## src/rtl/gpio_debounce.sv

```systemverilog
// gpio_debounce: per-pin input debouncer and edge detector for the GPIO block.
// Raw pins are double-flopped and then filtered. A new level is accepted only
// after it differs from the current output on thr consecutive sample strobes.
// Accepted edges set sticky rise/fall flags.
// Define GPIO_DEBOUNCE_IRQ_EN to build the masked, registered irq output.
// Without it, irq is held low, irq_mask is ignored, and the flags stay
// available for polling.
module gpio_debounce #(
  parameter int width     = 8,
  parameter int cnt_width = 4
) (
  input  logic                 clk,
  input  logic                 rst,
  input  logic                 div_clk,
  input  logic [width-1:0]     pins_in,
  input  logic [cnt_width-1:0] stable_count,
  input  logic [width-1:0]     flag_clr,
  input  logic [width-1:0]     irq_mask,
  output logic [width-1:0]     pins_out,
  output logic [width-1:0]     rise_flag,
  output logic [width-1:0]     fall_flag,
  output logic                 irq
);

  localparam logic [cnt_width:0] WideOne = {{cnt_width{1'b0}}, 1'b1};

  logic [width-1:0]     syncMeta_q;
  logic [width-1:0]     sync_q;
  logic                 div_q;
  logic [cnt_width-1:0] cnt_q [width];
  logic [cnt_width-1:0] cnt_d [width];
  logic [cnt_width:0]   cntInc [width];
  logic [width-1:0]     pins_q, pins_d;
  logic [width-1:0]     rise_q, rise_d;
  logic [width-1:0]     fall_q, fall_d;
  logic [width-1:0]     riseSet, fallSet;
  logic                 irq_q, irq_d;
  logic                 tick;
  logic [cnt_width:0]   thr;

  // The strobe is the rising edge of div_clk, seen one clk before div_q catches up.
  assign tick = div_clk & ~div_q;

  // A programmed count of zero still needs one differing strobe; compare one bit wider so cnt+1 never wraps.
  assign thr = (stable_count == '0) ? WideOne : {1'b0, stable_count};

  // Per-pin filter: count strobes that disagree with the output, accept at threshold, and build the flag updates.
  always_comb begin
    pins_d  = pins_q;
    riseSet = '0;
    fallSet = '0;
    for (int i = 0; i < width; i++) begin
      cntInc[i] = {1'b0, cnt_q[i]} + WideOne;
      cnt_d[i]  = cnt_q[i];
      if (tick) begin
        if (sync_q[i] == pins_q[i]) begin
          cnt_d[i] = '0;
        end else if (cntInc[i] >= thr) begin
          pins_d[i] = sync_q[i];
          cnt_d[i]  = '0;
          if (sync_q[i]) begin
            riseSet[i] = 1'b1;
          end else begin
            fallSet[i] = 1'b1;
          end
        end else begin
          cnt_d[i] = cntInc[i][cnt_width-1:0];
        end
      end
    end
    rise_d = (rise_q & ~flag_clr) | riseSet;
    fall_d = (fall_q & ~flag_clr) | fallSet;
  end

`ifdef GPIO_DEBOUNCE_IRQ_EN
  // Interrupt follows the current flag registers, so it lags a flag set or clear by one clk.
  assign irq_d = |((rise_q | fall_q) & irq_mask);
`else
  // Polled-only build: the mask input is left unused and irq never rises.
  logic unused_irq_mask;
  assign unused_irq_mask = ^irq_mask;
  assign irq_d           = 1'b0;
`endif

  // Synchroniser, strobe history, filter counters, outputs and flags; reset clears everything.
  always_ff @(posedge clk) begin
    if (rst) begin
      syncMeta_q <= '0;
      sync_q     <= '0;
      div_q      <= 1'b0;
      pins_q     <= '0;
      rise_q     <= '0;
      fall_q     <= '0;
      irq_q      <= 1'b0;
      for (int i = 0; i < width; i++) begin
        cnt_q[i] <= '0;
      end
    end else begin
      syncMeta_q <= pins_in;
      sync_q     <= syncMeta_q;
      div_q      <= div_clk;
      pins_q     <= pins_d;
      rise_q     <= rise_d;
      fall_q     <= fall_d;
      irq_q      <= irq_d;
      for (int i = 0; i < width; i++) begin
        cnt_q[i] <= cnt_d[i];
      end
    end
  end

  assign pins_out  = pins_q;
  assign rise_flag = rise_q;
  assign fall_flag = fall_q;
  assign irq       = irq_q;

endmodule

```

## config.mk

```make
export PLATFORM = sky130hd
export DESIGN_NAME = gpio_debounce
export DESIGN_NICKNAME = d
export VERILOG_FILES = /design/src/rtl/gpio_debounce.sv
export SDC_FILE = /design/constraint.sdc
export NUM_CORES = 1
export LEC_CHECK = 0
export BUFFER_PORTS_ARGS = -buffer_cell sky130_fd_sc_hd__buf_4
export CORE_ASPECT_RATIO = 0.8
export CORE_MARGIN = 2
export CORE_UTILIZATION = 62
export CTS_CLUSTER_SIZE = 12
export DETAILED_ROUTE_END_ITERATION = 16
export PLACE_DENSITY = 0.88
export SETUP_SLACK_MARGIN = 0.15
export SYNTH_ARGS = -nofsm -noshare
export SYNTH_HDL_FRONTEND = slang
export SYNTH_SLANG_ARGS = --single-unit
```

## constraint.sdc

```tcl
create_clock -name clk -period 4.2 [get_ports clk]
set_clock_uncertainty 0.2 [all_clocks]
set_input_delay 0.21 -clock clk [delete_from_list [all_inputs] [get_ports clk]]
set_output_delay 0.21 -clock clk [all_outputs]
set_load 0.005 [all_outputs]
```

Yosys cells after proc, flatten, opt, wreduce, memory -nomap -nowiden
Memory sizes are Yosys's and may differ from the RTL's.
Index checks and enable logic that the tools add are counted.
{"block": "word_totals", "reg_bits": 41, "in_bits": 31, "output_inout_bits": 25, "n_memories": 1, "elab_cells": 170, "mem_bits_rw": 32}
{"memory": "cnt_q", "depth": 8, "width": 4, "rd": 8, "rd_clocked_by_memory_dff": 0, "wr": 8, "line_no": "30", "text": "logic [cnt_width-1:0] cnt_q [width];"}
{"block": "op_classes", "eq_ne": 8, "addsub": 8, "order_cmp": 8, "bitwise": 23, "n_reduce_logical": 9, "muxes": 100}
{"operator": "$mux W4", "count": 33}
{"operator": "$mux W1", "count": 67}
{"operator": "$add A4 B1 Y5 const B", "count": 8}
{"operator": "$ge A5 B4 Y1", "count": 8}
{"operator": "$reduce_and A3 Y1", "count": 8}
{"operator": "$and A8 B8 Y8", "count": 2}
{"operator": "$or A8 B8 Y8", "count": 2}
{"operator": "$not A1 Y1", "count": 9}
{"operator": "$eq A1 B1 Y1", "count": 8}
{"operator": "$not A8 Y8", "count": 1}
{"operator": "$or A1 B1 Y1", "count": 8}
{"operator": "$logic_not A4 Y1", "count": 1}
{"operator": "$and A1 B1 Y1", "count": 1}

Longest topological paths before layout
Gate-level depths: netlist of the first run.
{"block": "depth", "depth_word": 7, "mapped_depth": 11, "depth_no_buf": 9}

Worst setup path after synthesis of the first run
Ideal clock, no wire load.
{"block": "synth_timing", "path_type": "input -> register", "from": "input port stable_count[2]", "to": "register rise_q[0], in the netlist rise_flag[0]", "cell_stages": 11, "arrival_time_ps": 2430, "path_slack_ps": 1442, "setup_ps": 128, "path_buffers": 2, "t_required_ps": 3872, "path_cell_list": "buf_2 -> buf_2 -> nor3_1 -> or2_2 -> ha_1 -> nand2b_1 -> a21o_1 -> a21o_1 -> a222oi_1 -> or4_1 -> o21ai_1"}
{"block": "synth_between", "elab_chain_cells": 7}
{"element": "from (decl)", "line_no": "16", "text": "input logic [cnt_width-1:0] stable_count,"}
{"element": "$logic_not A4 Y1", "line_no": "45", "text": "assign thr = (stable_count == '0) ? WideOne : {1'b0, stable_count};"}
{"element": "$mux W4 (*)", "line_no": "45"}
{"element": "$ge A5 B4 Y1 (*)", "line_no": "58", "text": "end else if (cntInc[i] >= thr) begin"}
{"element": "$mux W1 (*)", "line_no": "58"}
{"element": "$mux W1 (*)", "line_no": "56", "text": "if (sync_q[i] == pins_q[i]) begin"}
{"element": "$mux W1 (*)", "line_no": "55", "text": "if (tick) begin"}
{"element": "$or A8 B8 Y8 (*)", "line_no": "71", "text": "rise_d = (rise_q & ~flag_clr) | riseSet;"}
{"element": "to (signal assigned)", "line_no": "103", "text": "rise_q <= rise_d;"}
{"element": "to (decl)", "line_no": "34", "text": "logic [width-1:0] rise_q, rise_d;"}
Mark *: on every way between the ends. The rest lies on a longest branch, timed or not.
A chain may end at the register's enable or synchronous reset.

Worst setup path after layout of the first run
Same ends and word-level chain as after synthesis.

==> Implementation_results.wiki, run 1 <==
{| class="wikitable"
! Metric !! Value
|-
| Number of violations reported at the end of detailed-routing iteration 0 || 222
|-
| Setup repair after global routing missed its margin || no
|-
| Total internal power || 1.11 mW
|-
| Sort of element at the start of the critical path || primary input
|-
| Synth cell types || 54
|-
| Synthesized flop and latch total || 73
|-
| Area of the core || 6380 um^2
|-
| CP endpoint kind || register
|-
| Final cell count without fillers || 616
|-
| Net switching fraction of the power || 0.246
|-
| Total grt overflow || 0
|-
| Final hold vios || 0
|-
| Clock network fraction of design power || 0.424
|-
| CP arrival || 2.73 ns
|-
| Average wire length per cell after detail routing || 15.4 um
|-
| Data required time at the worst endpoint || 4.21 ns
|-
| Final GP Congestion || 0.861
|-
| Dpl hpwl || 6.05 mm
|-
| Via count of the first global-routing pass || 3,682
|-
| Most frequently used cell type in the post-synthesis netlist || sky130_fd_sc_hd__dfxtp_1
|-
| Pin count of the biggest net entering global routing || 72
|-
| Die Footprint || 7240 um^2
|-
| Worst slack after detailed placement || 1.19 ns
|-
| Overall die height || 76.5 um
|-
| Number of enable-type register cells in the synthesized netlist || 0
|-
| Antenna Cells || 0
|-
| Proportion of synthesized flip-flops having asynchronous set or reset || 0
|-
| Post-synthesis cell type with the largest combined area || sky130_fd_sc_hd__dfxtp_1
|-
| Mean instance size in the synthesized netlist || 8.63 um^2
|-
| HP Class || in -> reg
|-
| Highest net fanout along the worst path || 29
|-
| Count of input and output buffers || 46
|-
| Final-report max-slew violation count || 0
|-
| Pwr/cell area || 305 nW/um^2
|-
| Max-cap violation count || 0
|-
| Routed WL || 9.47 mm
|-
| Post-Synthesis Cell Area || 4070 um^2
|-
| First-pass DRT Iterations || 5
|-
| Vias per cell || 6.11
|-
| Syn Inst Count || 472
|-
| Comb pwr share || 0.094
|-
| Wire length of the first global-routing pass || 16.1 mm
|-
| Critical Path Source || stable_count[2]
|-
| Clk slew on worst S/H paths || 0.08 ns
|-
| Total Neg Setup Slack || 0 ns
|-
| Main flop type after synthesis || sky130_fd_sc_hd__dfxtp_1
|-
| Total global-route track usage || 0.277
|-
| Highest ir drop seen on vdd || 0.256 mV
|-
| Final ANT Viol Nets || 0
|-
| Total I/O pin count || 56
|-
| Critical path buffer and inverter count || 1
|-
| Total clock buffers created by CTS || 9
|-
| Reported net switching power || 0.363 mW
|-
| Achievable frequency || 0.368 GHz
|-
| Most frequent cell on the critical path || sky130_fd_sc_hd__a21o_1
|-
| Syn-to-layout area delta || 19.0%
|-
| Die Wd || 94.6 um
|-
| Std cell rows || 26
|-
| Worst Setup Path Type || in -> reg
|-
| Power share of the sequential group || 0.482
|-
| Number of setup violations in the final report || 0
|-
| Proportion of layout cells with a drive suffix above 1 || 0.141
|-
| Final WS setup || 1.48 ns
|-
| Post-Route Utilization || 0.760
|-
| Placed cell count || 583
|-
| Area contributors post-synth || sky130_fd_sc_hd__dfxtp_1 (36%), sky130_fd_sc_hd__ha_1 (7.7%), sky130_fd_sc_hd__a22oi_1 (5.2%)
|-
| Largest stage delay, worst path || 0.66 ns
|-
| Chain of cells forming the critical path || buf_4, nor3_1, or2_2, ha_1, nand2b_1, a21o_1, a21o_1, a222oi_1, or4_1, o21ai_1
|-
| Layout Nets || 583
|-
| Syn_nets || 528
|-
| Number of resized instances in the post-cts repair step || 0
|-
| Final clock period utilization by the worst path || 0.647
|-
| Worst path top cell family by delay || compound AO/OA/AOI/OAI gates
|-
| Number of H-tree branching levels || 3
|-
| Clock tree from TritonCTS || built
|-
| Clock insertion delay at the later pin of the skew report || 0.35 ns
|-
| Minimum period implied by the final worst setup slack || 2.72 ns
|-
| Proportion of netlist area held by the largest area contributor || 0.359
|-
| Effective utilization at floorplan || 0.639
|-
| Yosys Warn Count || 0
|-
| HP Start || rst
|-
| Max-slew headroom at the worst pin || 0.417
|-
| Root Driver || sky130_fd_sc_hd__clkbuf_8
|-
| Cell at the slowest stage of the critical path || sky130_fd_sc_hd__a222oi_1
|-
| Least-Margin Pin Slew || 0.874 ns
|-
| Residual DRC || 0
|-
| Run status || complete, no violations
|-
| Critical R2R Launch || cnt_q[0][0]
|-
| Number of antenna violations at the first check in global routing || 0
|-
| Sinks on Clock Net || 73
|-
| Static leakage || 1.86 nW
|-
| Top cells by count, synth || sky130_fd_sc_hd__dfxtp_1 (73), sky130_fd_sc_hd__nor2_1 (49), sky130_fd_sc_hd__nand2_1 (43)
|-
| Total vias in the final route || 3,762
|-
| Seq/Total Area, Yosys || 0.359
|-
| Clock tree buffer depth || 2
|}
## metrics by stage
| stage | cell area, um^2 | hold slack, ns | total power, mW |
|---|---|---|---|
| 2_1_floorplan | 4070 | 0.138 | 0.810 |
| 3_3_place_gp | 4450 | 0.219 | 0.846 |
| 3_5_place_dp | 4450 | 0.224 | 0.851 |
| 4_1_cts | 4850 | 0.187 | 1.48 |
| 5_1_grt | 4850 | 0.216 | 1.53 |
| 6_report | 4850 | 0.194 | 1.48 |
## layer usage
metal,track usage,share of wire
met1,0.334,0.43
met2,0.460,0.48
met3,0.0791,0.068
met4,0.114,0.014
met5,0,0
## cells in the final DEF (no fill, tap or decap), drive strengths merged, types with 3 or more instances in the layout
cell type	n
maj3	7
nand2	43
nand3	20
a21oi	14
a32o	4
or4	5
clkbuf	10
buf	48
nand3b	6
clkinvlp	3
nor2b	25
o41ai	7
xor2	10
o32ai	6
a211o	7
dfxtp	73
o21ai	8
ha	25
a22o	6
nor2	50
xnor2	14
nand2b	22
inv	13
a22oi	29
o22ai	5
nor3	18
a32oi	8
or4b	5
dlygate4sd3	17
## power groups by stage
stage	Sequential, mW	Clock, mW	Combinational, mW
6_report	0.712	0.626	0.138
3_5_place_dp	0.728	0	0.123
5_1_grt	0.714	0.667	0.153
4_1_cts	0.712	0.634	0.137
2_1_floorplan	0.726	0	0.0840
3_3_place_gp	0.728	0	0.118
## cells by family (layout without fill, tap and decap cells)
kind of cell / after synthesis / count (layout) / synth area share
AO/OA/AOI/OAI: 106 / 106 / 0.206
flip-flops: 73 / 73 / 0.359
buffers and inverters: 34 / 94 / 0.0341
adder cells (fa/ha/maj): 32 / 32 / 0.0940
XOR/XNOR: 24 / 24 / 0.0535
AND/OR/NAND/NOR: 201 / 201 / 0.250
other: 1 / 1 / 0.000921
multiplexers: 1 / 1 / 0.00246
## cell type report
class,instances,area [um^2]
inverters,13,48.8
fillers,455,1530
flip-flops and latches,73,1460
well taps,84,105
clock buffers,10,138
repair buffers,65,531
clock inverters,6,91.3
multi-input cells,365,2470
## sequential cells by signal, summed over array words and instances (netlist names)
signal / flops
cnt_q: 32
pins_out: 8
fall_flag: 8
syncMeta_q: 8
div_q: 1
rise_flag: 8
sync_q: 8
## worst paths after layout
kind,to,slack (ns),cells after the start
setup reg to reg,rise_flag[0],1.57,7
hold reg to reg,sync_q[1],0.24,1
hold / removal,cnt_q[0][10],0.19,2
setup / recovery,rise_flag[0],1.48,10
## timing repair
action | 4_1_cts | 5_1_grt
setup buffers | 0 | 0
hold buffers | 17 | 0
endpoints found under the hold margin | 25 | 0
(Power assumes the default switching activity.)
==> inputs of run 2 (changes only) <==
CORE_UTILIZATION = 52   (was 62)
PLACE_DENSITY = 0.79   (was 0.88)
clock period = 2.3 ns   (was 4.2 ns; I/O delays follow)
==> run 2 against run 1 <==
Combinational power increased to 2.8 times the previous value; first-iteration DRC count increased by 9.5%; sequential power increased by 81%; power increased by 90%; register-to-register slack got worse by 1.5 ns; flip-flop and latch count unchanged; hold slack got worse by 0.16 ns; clock power increased by 81%; count of clock-buffer cells in the layout increased by 1; critical path type is now reg -> reg; largest cell class unchanged; largest power group unchanged.
==> Implementation_results.wiki, run 2 (same netlist as run 1, synthesis figures left out) <==
{| class="wikitable"
! Metric !! Value
|-
| Worst Setup EP || cnt_q[0][13]
|-
| Number of setup violations in the final report || 0
|-
| Clk slew on worst S/H paths || 0.07 ns
|-
| Largest stage delay, worst path || 0.35 ns
|-
| Depth of the worst register-to-register path || 7
|-
| Minimum period implied by the final worst setup slack || 2.19 ns
|-
| Max-slew headroom at the worst pin || 0.459
|-
| Worst Setup Path Type || reg -> reg
|-
| First-pass DRT Iterations || 5
|-
| Power after layout || 2.81 mW
|-
| Count of input and output buffers || 46
|-
| Total vias in the final route || 4,109
|-
| Vias per cell || 6.07
|-
| Final ANT Viol Nets || 0
|-
| Net switching fraction of the power || 0.251
|-
| Residual DRC || 0
|-
| Total clock buffers created by CTS || 9
|-
| Effective utilization at floorplan || 0.543
|-
| Clock network fraction of design power || 0.401
|-
| Overall die height || 83.2 um
|-
| Critical Path Source || cnt_q[0][12]
|-
| Die Wd || 103 um
|-
| Area of the core || 7500 um^2
|-
| Power share of the sequential group || 0.460
|-
| Final hold vios || 0
|-
| Cell at the slowest stage of the critical path || sky130_fd_sc_hd__dfxtp_2
|-
| Run status || complete, no violations
|-
| Average wire length per cell after detail routing || 18.4 um
|-
| Multi-input combinational cell area || 3110 um^2
|-
| Clock tree from TritonCTS || built
|-
| Worst path top cell family by delay || adder cells
|-
| Proportion of layout cells with a drive suffix above 1 || 0.367
|-
| Static leakage || 2.19 nW
|-
| Final-report max-slew violation count || 0
|-
| Setup repair after global routing missed its margin || yes
|-
| Antenna Cells || 0
|-
| Highest ir drop seen on vdd || 0.472 mV
|-
| Final GP Congestion || 0.847
|-
| Final clock period utilization by the worst path || 0.950
|-
| Data required time at the worst endpoint || 2.33 ns
|-
| Clock tree buffer depth || 2
|-
| Wire length of the first global-routing pass || 18.5 mm
|-
| Post-Route Utilization || 0.786
|-
| Number of violations reported at the end of detailed-routing iteration 0 || 243
|-
| Sort of element at the start of the critical path || register
|-
| Layout Nets || 623
|-
| Pin count of the biggest net entering global routing || 71
|-
| HP Class || in -> reg
|-
| Root Driver || sky130_fd_sc_hd__clkbuf_8
|-
| Worst hold slack after final layout || 0.0316 ns
|-
| Most frequent cell on the critical path || sky130_fd_sc_hd__ha_4
|-
| Flip-flop and latch area || 1500 um^2
|-
| Comb pwr share || 0.139
|-
| CP endpoint kind || register
|-
| Routed WL || 12.5 mm
|-
| Number of antenna violations at the first check in global routing || 0
|-
| Via count of the first global-routing pass || 3,959
|-
| Highest net fanout along the worst path || 5
|-
| Critical path buffer and inverter count || 0
|-
| Least-Margin Pin Slew || 0.811 ns
|-
| Total internal power || 2.11 mW
|-
| Layout fillers || 475
|-
| Dpl hpwl || 6.80 mm
|-
| Reported net switching power || 0.706 mW
|-
| Total I/O pin count || 56
|-
| WP depth || 7
|-
| Total grt overflow || 0
|-
| Highest-count cells in the layout ignoring fill and taps || sky130_fd_sc_hd__buf_4 (78), sky130_fd_sc_hd__dfxtp_1 (57), sky130_fd_sc_hd__nor2_1 (47), sky130_fd_sc_hd__nand2_1 (43)
|-
| Critical R2R Launch || cnt_q[0][12]
|-
| Total global-route track usage || 0.268
|-
| Reg2reg setup slack || 0.11 ns
|-
| Pwr/cell area || 477 nW/um^2
|-
| Most common library cell in the layout ignoring fill and taps || sky130_fd_sc_hd__buf_4
|-
| Max-cap violation count || 0
|-
| Number of H-tree branching levels || 3
|-
| Max FFs per register || 32
|-
| Worst reg2reg path endpoint || cnt_q[0][13]
|-
| Std cell rows || 28
|-
| Register containing the most flip-flops in the final layout || cnt_q
|-
| Clock insertion delay at the later pin of the skew report || 0.35 ns
|-
| Die Footprint || 8560 um^2
|-
| Chain of cells forming the critical path || ha_4, ha_4, a21oi_2, maj3_2, a22o_1, and2_4, a32o_1
|-
| Sinks on Clock Net || 73
|-
| Syn-to-layout area delta || 44.6%
|-
| CP arrival || 2.22 ns
|-
| Achievable frequency || 0.457 GHz
|}
[run 2: through the flow]
step / instances / setup slack, ns / cell area (um^2) / setup TNS, ns
2_1_floorplan: 472 / -0.0755 / 4170 / -0.345
3_3_place_gp: 627 / -0.0267 / 4750 / -0.0291
3_5_place_dp: 627 / -0.0482 / 4750 / -0.437
4_1_cts: 667 / 0.106 / 5580 / 0
5_1_grt: 677 / 0.0635 / 5890 / 0
6_report: 677 / 0.114 / 5890 / 0
[run 2: worst min-delay path by stage]
stage	from	endpoint	slack, ns	depth (start not counted)
after floorplan	div_clk	div_q	0.04	1
after CTS	rst	pins_out[0]	0.01	4
after detailed placement	pins_in[4]	syncMeta_q[4]	0.13	2
final	rst	pins_out[0]	0.03	4
after global routing	rst	pins_out[0]	0.02	4
after global placement	pins_in[5]	syncMeta_q[5]	0.13	2
[run 2: area by class of cell]
type	count	share of cell area
clock buffer	11	0.0240
clock inverter	5	0.0134
inverter	13	0.00828
multi-input combinational	365	0.528
sequential	73	0.254
tap	105	0.0223
timing repair buffer	105	0.150
[run 2: power groups by stage]
stage / clock [mW] / combinational (mW) / sequential (mW)
6_report: 1.13 / 0.391 / 1.29
5_1_grt: 1.20 / 0.416 / 1.30
4_1_cts: 1.14 / 0.339 / 1.30
3_5_place_dp: 0 / 0.273 / 1.33
3_3_place_gp: 0 / 0.265 / 1.33
2_1_floorplan: 0 / 0.172 / 1.33
[run 2: layer usage]
metal / vias up / wire, um / GRT usage
li1: 1919 / - / -
met1: 1996 / 5070 / 0.328
met2: 170 / 6420 / 0.456
met3: 24 / 681 / 0.0539
met4: 0 / 277 / 0.102
met5: - / 0 / 0
[run 2: worst reg2reg max path, stage by stage, from the launching register on]
cell	delay (ns)
sky130_fd_sc_hd__dfxtp_2	0.35
sky130_fd_sc_hd__ha_4	0.25
sky130_fd_sc_hd__ha_4	0.27
sky130_fd_sc_hd__a21oi_2	0.06
sky130_fd_sc_hd__maj3_2	0.29
sky130_fd_sc_hd__a22o_1	0.24
sky130_fd_sc_hd__and2_4	0.17
sky130_fd_sc_hd__a32o_1	0.25
[run 2: repair_timing]
| item | 4_1_cts | 5_1_grt |
|---|---|---|
| endpoints found under the hold margin | 25 | 0 |
| endpoints found under the setup margin | 38 | 47 |
| buffers inserted | 7 | 10 |
| hold buffers | 17 | 0 |
| resized for setup | 58 | 40 |
| pin swaps | 41 | 39 |
